**config.mk**
```make
export PLATFORM = sky130hd
export DESIGN_NAME = sap1_controller_flat
export DESIGN_NICKNAME = d
export VERILOG_FILES = /design/src/rtl/sap1_ctrl_if.sv /design/src/rtl/sap1_controller.sv /design/src/flat_wrapper.sv
export SDC_FILE = /design/constraint.sdc
export NUM_CORES = 1
export LEC_CHECK = 0
export BUFFER_PORTS_ARGS = -buffer_cell sky130_fd_sc_hd__clkbuf_2
export CORE_MARGIN = 1.5
export CORE_UTILIZATION = 46
export CTS_BUF_LIST = sky130_fd_sc_hd__clkbuf_16
export DETAILED_ROUTE_END_ITERATION = 16
export MAX_ROUTING_LAYER = met4
export PLACE_DENSITY = 0.81
export SYNTH_ARGS = -nofsm -noshare
export SYNTH_HDL_FRONTEND = slang
export SYNTH_SLANG_ARGS = --single-unit
```
**constraint.sdc**
```tcl
create_clock -name clk -period 2.2 [get_ports clk]
set_input_delay 0.44 -clock clk [delete_from_list [all_inputs] [get_ports clk]]
set_output_delay 0.44 -clock clk [all_outputs]
set_load 0.1 [all_outputs]
```
**src/rtl/sap1_ctrl_if.sv**
```systemverilog
// Control-bus interface between the SAP-1 controller and its datapath.
//   run, opcode      : datapath/host -> controller (start request, IR opcode)
//   cp..lo           : one-cycle control word, controller -> datapath
//   hlt, t_state     : machine-halted flag and one-hot phase
//   instr_done/count : retire pulse and retired-instruction counter
interface sap1_ctrl_if #(
  parameter int unsigned CNT_W = 8
);
  logic             run;
  logic [3:0]       opcode;
  logic             cp;
  logic             ep;
  logic             lm;
  logic             ce;
  logic             li;
  logic             ei;
  logic             la;
  logic             ea;
  logic             su;
  logic             eu;
  logic             lb;
  logic             lo;
  logic             hlt;
  logic [5:0]       t_state;
  logic             instr_done;
  logic [CNT_W-1:0] instr_count;

  modport master (
    input  run, opcode,
    output cp, ep, lm, ce, li, ei, la, ea, su, eu, lb, lo,
    output hlt, t_state, instr_done, instr_count
  );

  modport slave (
    output run, opcode,
    input  cp, ep, lm, ce, li, ei, la, ea, su, eu, lb, lo,
    input  hlt, t_state, instr_done, instr_count
  );
endinterface

```
**src/rtl/sap1_controller.sv**
```systemverilog
// SAP-1 controller-sequencer: six-phase fetch/execute ring with opcode decode,
// retired-instruction counter and HLT hold.
//   clk  : clock, rising edge
//   rst  : synchronous active-high reset
//   bus  : sap1_ctrl_if.master (run/opcode in, control word and status out)
// The control word is a combinational decode of the registered state, with
// the opcode qualifying T4..T6; instr_count is registered.
module sap1_controller #(
  parameter logic [3:0]  OP_LDA = 4'h0,
  parameter logic [3:0]  OP_ADD = 4'h1,
  parameter logic [3:0]  OP_SUB = 4'h2,
  parameter logic [3:0]  OP_OUT = 4'hE,
  parameter logic [3:0]  OP_HLT = 4'hF,
  parameter int unsigned CNT_W  = 8
) (
  input logic         clk,
  input logic         rst,
  sap1_ctrl_if.master bus
);

  typedef enum logic [2:0] {
    S_IDLE, S_T1, S_T2, S_T3, S_T4, S_T5, S_T6, S_HALT
  } state_t;

  state_t           state;
  state_t           state_nxt;
  logic [CNT_W-1:0] count;

  logic cp, ep, lm, ce, li, ei, la, ea, su, eu, lb, lo, hlt, done;
  logic [5:0] t_state;

  // State register and retired-instruction counter (wraps silently)
  always_ff @(posedge clk) begin
    if (rst) begin
      state <= S_IDLE;
      count <= '0;
    end else begin
      state <= state_nxt;
      if (state == S_T6) count <= count + CNT_W'(1);
    end
  end

  // Next-state and control-word decode
  always_comb begin
    state_nxt = state;
    cp = 1'b0; ep = 1'b0; lm = 1'b0; ce = 1'b0; li = 1'b0; ei = 1'b0;
    la = 1'b0; ea = 1'b0; su = 1'b0; eu = 1'b0; lb = 1'b0; lo = 1'b0;
    hlt     = 1'b0;
    done    = 1'b0;
    t_state = 6'b000000;
    case (state)
      S_IDLE: if (bus.run) state_nxt = S_T1;
      S_T1: begin
        t_state = 6'b000001; state_nxt = S_T2;
        ep = 1'b1; lm = 1'b1;
      end
      S_T2: begin
        t_state = 6'b000010; state_nxt = S_T3;
        cp = 1'b1;
      end
      S_T3: begin
        t_state = 6'b000100; state_nxt = S_T4;
        ce = 1'b1; li = 1'b1;
      end
      S_T4: begin
        t_state = 6'b001000; state_nxt = S_T5;
        if (bus.opcode == OP_HLT) begin
          state_nxt = S_HALT;
        end else if (bus.opcode == OP_LDA || bus.opcode == OP_ADD ||
                     bus.opcode == OP_SUB) begin
          ei = 1'b1; lm = 1'b1;
        end else if (bus.opcode == OP_OUT) begin
          ea = 1'b1; lo = 1'b1;
        end
      end
      S_T5: begin
        t_state = 6'b010000; state_nxt = S_T6;
        if (bus.opcode == OP_LDA) begin
          ce = 1'b1; la = 1'b1;
        end else if (bus.opcode == OP_ADD || bus.opcode == OP_SUB) begin
          ce = 1'b1; lb = 1'b1;
        end
      end
      S_T6: begin
        t_state = 6'b100000; state_nxt = S_T1;
        done = 1'b1;
        if (bus.opcode == OP_ADD || bus.opcode == OP_SUB) begin
          eu = 1'b1; la = 1'b1;
          su = (bus.opcode == OP_SUB);
        end
      end
      S_HALT: hlt = 1'b1;
      default: state_nxt = S_IDLE;
    endcase
  end

  assign bus.cp = cp;
  assign bus.ep = ep;
  assign bus.lm = lm;
  assign bus.ce = ce;
  assign bus.li = li;
  assign bus.ei = ei;
  assign bus.la = la;
  assign bus.ea = ea;
  assign bus.su = su;
  assign bus.eu = eu;
  assign bus.lb = lb;
  assign bus.lo = lo;
  assign bus.hlt         = hlt;
  assign bus.t_state     = t_state;
  assign bus.instr_done  = done;
  assign bus.instr_count = count;

endmodule

```
**src/flat_wrapper.sv**
```systemverilog
// flat-port wrapper written by rule: the top's interface ports become plain ports
module sap1_controller_flat 
#(
  parameter logic [3:0]  OP_LDA = 4'h0,
  parameter logic [3:0]  OP_ADD = 4'h1,
  parameter logic [3:0]  OP_SUB = 4'h2,
  parameter logic [3:0]  OP_OUT = 4'hE,
  parameter logic [3:0]  OP_HLT = 4'hF,
  parameter int unsigned CNT_W  = 8
)
  (clk, rst, bus_run, bus_opcode, bus_cp, bus_ep, bus_lm, bus_ce, bus_li, bus_ei, bus_la, bus_ea, bus_su, bus_eu, bus_lb, bus_lo, bus_hlt, bus_t_state, bus_instr_done, bus_instr_count);
  sap1_ctrl_if #(.CNT_W(CNT_W)) bus_i ();
  input logic clk;
  input logic rst;
  input wire logic [$bits(bus_i.run)-1:0] bus_run;
  input wire logic [$bits(bus_i.opcode)-1:0] bus_opcode;
  output wire logic [$bits(bus_i.cp)-1:0] bus_cp;
  output wire logic [$bits(bus_i.ep)-1:0] bus_ep;
  output wire logic [$bits(bus_i.lm)-1:0] bus_lm;
  output wire logic [$bits(bus_i.ce)-1:0] bus_ce;
  output wire logic [$bits(bus_i.li)-1:0] bus_li;
  output wire logic [$bits(bus_i.ei)-1:0] bus_ei;
  output wire logic [$bits(bus_i.la)-1:0] bus_la;
  output wire logic [$bits(bus_i.ea)-1:0] bus_ea;
  output wire logic [$bits(bus_i.su)-1:0] bus_su;
  output wire logic [$bits(bus_i.eu)-1:0] bus_eu;
  output wire logic [$bits(bus_i.lb)-1:0] bus_lb;
  output wire logic [$bits(bus_i.lo)-1:0] bus_lo;
  output wire logic [$bits(bus_i.hlt)-1:0] bus_hlt;
  output wire logic [$bits(bus_i.t_state)-1:0] bus_t_state;
  output wire logic [$bits(bus_i.instr_done)-1:0] bus_instr_done;
  output wire logic [$bits(bus_i.instr_count)-1:0] bus_instr_count;
  assign bus_i.run = bus_run;
  assign bus_i.opcode = bus_opcode;
  assign bus_cp = bus_i.cp;
  assign bus_ep = bus_i.ep;
  assign bus_lm = bus_i.lm;
  assign bus_ce = bus_i.ce;
  assign bus_li = bus_i.li;
  assign bus_ei = bus_i.ei;
  assign bus_la = bus_i.la;
  assign bus_ea = bus_i.ea;
  assign bus_su = bus_i.su;
  assign bus_eu = bus_i.eu;
  assign bus_lb = bus_i.lb;
  assign bus_lo = bus_i.lo;
  assign bus_hlt = bus_i.hlt;
  assign bus_t_state = bus_i.t_state;
  assign bus_instr_done = bus_i.instr_done;
  assign bus_instr_count = bus_i.instr_count;
  sap1_controller #(.OP_LDA(OP_LDA), .OP_ADD(OP_ADD), .OP_SUB(OP_SUB), .OP_OUT(OP_OUT), .OP_HLT(OP_HLT), .CNT_W(CNT_W)) u_core (.clk(clk), .rst(rst), .bus(bus_i));
endmodule
```
==> run summary <==
status = complete, no violations
WP buf/inv = 1
latest clock arrival within the worst-skew pair = 0.24 ns
gr ovfl total = 0
Setup Viol. Count Final = 0
CTS root buffer = clkbuf_16
YS warnings = 0
LEAKAGE = 0.501 nW
setup repair bufs after CTS = 0
Worst path depth = 3
hold buffers post-CTS = 0
initial antenna violation count = 0
number of global-route vias before repair = 699
Clock Path Buffers = 2
mean number of vias per cell = 6.15
largest net degree at the start of global routing = 13
Initial DRT Pass Iterations = 4
Pwr Total = 0.852 mW
Critical Path Sink = bus_ea
final period utilization = 0.975
final RePlAce weighted congestion = 0.746
Switching Share = 0.378
CP Class = flop to primary output
Final Critical Period = 2.15 ns
nets@finish = 125
Max Freq = 0.466 GHz
worst path cell trace = nand2b_1 > nor4_4 > buf_12
Cells after Synth = 84
ys flop type = dfxtp_1
Pint = 0.530 mW
Final Skew = 0.00391 ns
Top-Level Pins = 35
Cell Area, Synth = 662 um2
Worst setup EP type = primary output
actual slew at the worst max-slew pin = 0.546 ns
WL/cell = 16.7 um
CP max stage delay = 0.50 ns
clock share of power = 0.389
R2R cell count = 3
Slew Limit Fails = 0
final hold violations = 0
TritonCTS Buffers = 3
R2R setup slack = 0.59 ns
Vias = 805
unrepaired setup endpoints after global routing = false
HP Class = flop to flop
CP Launch Point = u_core.state[2]
hpwl dp = 1440 um
CTS tree = built
H-tree levels = 1
die area = 1680 um2
ANT nets after route = 0
post-placement cell count = 127
total of fill cells in the finished design = 60
startpoint types = flop
clk sink count = 11
DIE WIDTH = 40.9 um
Post-synth ARST share = 0
Setup WS post-layout = 0.0545 ns
Net Sw Power = 0.322 mW
ANT cells = 0
Buffers on Ports = 34
Residual DRC = 0
Power Density = 728 nW/um2
Mapped Nets = 92
first-pass GRT wire length = 3130 um
relative slew slack = 0.638
sequential share of the synthesized area = 0.333
Iteration-0 DRC Markers = 25
Die Y = 40.9 um
fraction of layout instances using a drive strength above 1 = 0.414
Post-Layout Cell Count = 131
pre-CTS setup slack = 0.243 ns
final WL = 2190 um
reg2reg start = u_core.state[2]
CTS resizes = 0
syn_area_per_cell = 7.88 um2
Max VDD drop = 0.865 mV
Post-synth EDFFs = 0
Worst EP required = 1.76 ns
delay-heaviest family, CP = simple AND/OR/NAND/NOR gates
Site Rows = 13
Synth cell types = 33
Synth Register Bits = 11
Critical Path AT = 1.71 ns
GRT Util Overall = 0.309
RR Endpoint = u_core.bus.instr_count[7]
Worst-path clk slew = 0.04 ns
critical-path maximum fanout = 8
sequential share of power = 0.262
CP max-delay cell = dfxtp_1
Initial Util = 0.502
combinational share of power = 0.349
core footprint = 1320 um2
max cap viols = 0
P&R area growth vs syn = 76.7%
-- cell type report --
type                    instances  area (um2)  area share
clock buffers                   3        75.1      0.0642
well taps                      15        18.8      0.0160
clock inverters                 1        3.75     0.00321
multi-input cells              64         452       0.386
repair buffers                 35         393       0.336
inverters                       2        7.51     0.00642
flip-flops and latches         11         220       0.188
-- tightest hold or removal path: cells and delay by family (launching register included) --
| kind | cells | cell delay [ns] |
|---|---|---|
| compound gates | 2 | 0.13 |
| flops | 1 | 0.31 |
-- cell usage after synthesis (3+ instances only) --
cell type,n,area share
dfxtp_1,11,0.33
a21oi_1,8,0.060
nor2_1,8,0.045
nand2_1,6,0.034
buf_4,4,0.045
nand2b_1,4,0.038
or3_1,4,0.038
o21ai_0,3,0.023
-- sequential cells by signal (all words and copies together), names as in the netlist --
signal,cells
u_core.state,3
u_core.bus.instr_count,8
-- cells in the final DEF, fill, tap and decap left out, drive strengths merged --
| master | instances |
|---|---|
| clkbuf | 21 |
| a211o | 1 |
| nand4b | 1 |
| o31ai | 2 |
| o21ai | 3 |
| nor4 | 2 |
| mux2i | 1 |
| nand2 | 6 |
| nand2b | 4 |
| and2 | 2 |
| a31o | 1 |
| and3 | 1 |
| nand4 | 2 |
| and2b | 1 |
| ha | 1 |
| or4 | 2 |
| inv | 3 |
| or3 | 4 |
| dfxtp | 11 |
| nand3 | 1 |
| nor3 | 2 |
| o21a | 1 |
| nor2b | 2 |
| xor2 | 1 |
| a21oi | 8 |
| xnor2 | 2 |
| nand3b | 2 |
| and3b | 1 |
| buf | 17 |
| o21bai | 2 |
| nor2 | 8 |
-- metrics by stage --
| step | TNS, ns | hold slack (ns) | cell area [um2] | utilization |
|---|---|---|---|---|
| floorplan | -1.76 | 0.513 | 722 | - |
| global placement | 0 | 0.459 | 1090 | 0.828 |
| detailed placement | 0 | 0.493 | 1090 | 0.828 |
| CTS | 0 | 0.499 | 1170 | 0.888 |
| global route | 0 | 0.518 | 1170 | 0.888 |
| finish | 0 | 0.498 | 1170 | 0.888 |
-- power groups by stage --
stage	clock network, mW	registers (mW)	logic [mW]
4_1_cts	0.328	0.223	0.297
3_5_place_dp	0	0.227	0.294
3_3_place_gp	0	0.224	0.290
2_1_floorplan	0	0.221	0.222
5_1_grt	0.339	0.225	0.306
6_report	0.331	0.224	0.297
-- worst min path at each step --
stage / from / to / slack [ns] / cells past startpoint
5_1_grt: u_core.bus.instr_count[7] / u_core.bus.instr_count[7] / 0.52 / 2
6_report: u_core.bus.instr_count[7] / u_core.bus.instr_count[7] / 0.50 / 2
3_3_place_gp: u_core.bus.instr_count[7] / u_core.bus.instr_count[7] / 0.46 / 2
2_1_floorplan: u_core.state[1] / u_core.state[2] / 0.51 / 2
3_5_place_dp: u_core.bus.instr_count[7] / u_core.bus.instr_count[7] / 0.49 / 2
4_1_cts: u_core.bus.instr_count[7] / u_core.bus.instr_count[7] / 0.50 / 2
-- kinds of logic after synthesis --
kind of cell	count (synthesis)	synth area share
AOI/OAI and AO/OA	18	0.166
adders and majority gates	1	0.0189
xor gates and xnor gates	3	0.0397
buffers and inverters	9	0.0756
muxes	1	0.0151
DFF	11	0.333
and+or+nand+nor	41	0.352
-- routing by layer --
| layer | share of wire | vias to the layer above | track usage |
|---|---|---|---|
| li1 | - | 361 | - |
| met1 | 0.36 | 391 | 0.281 |
| met2 | 0.54 | 45 | 0.566 |
| met3 | 0.066 | 8 | 0.0978 |
| met4 | 0.031 | 0 | 0.158 |
| met5 | 0 | - | - |
(Power assumes the default switching activity.)
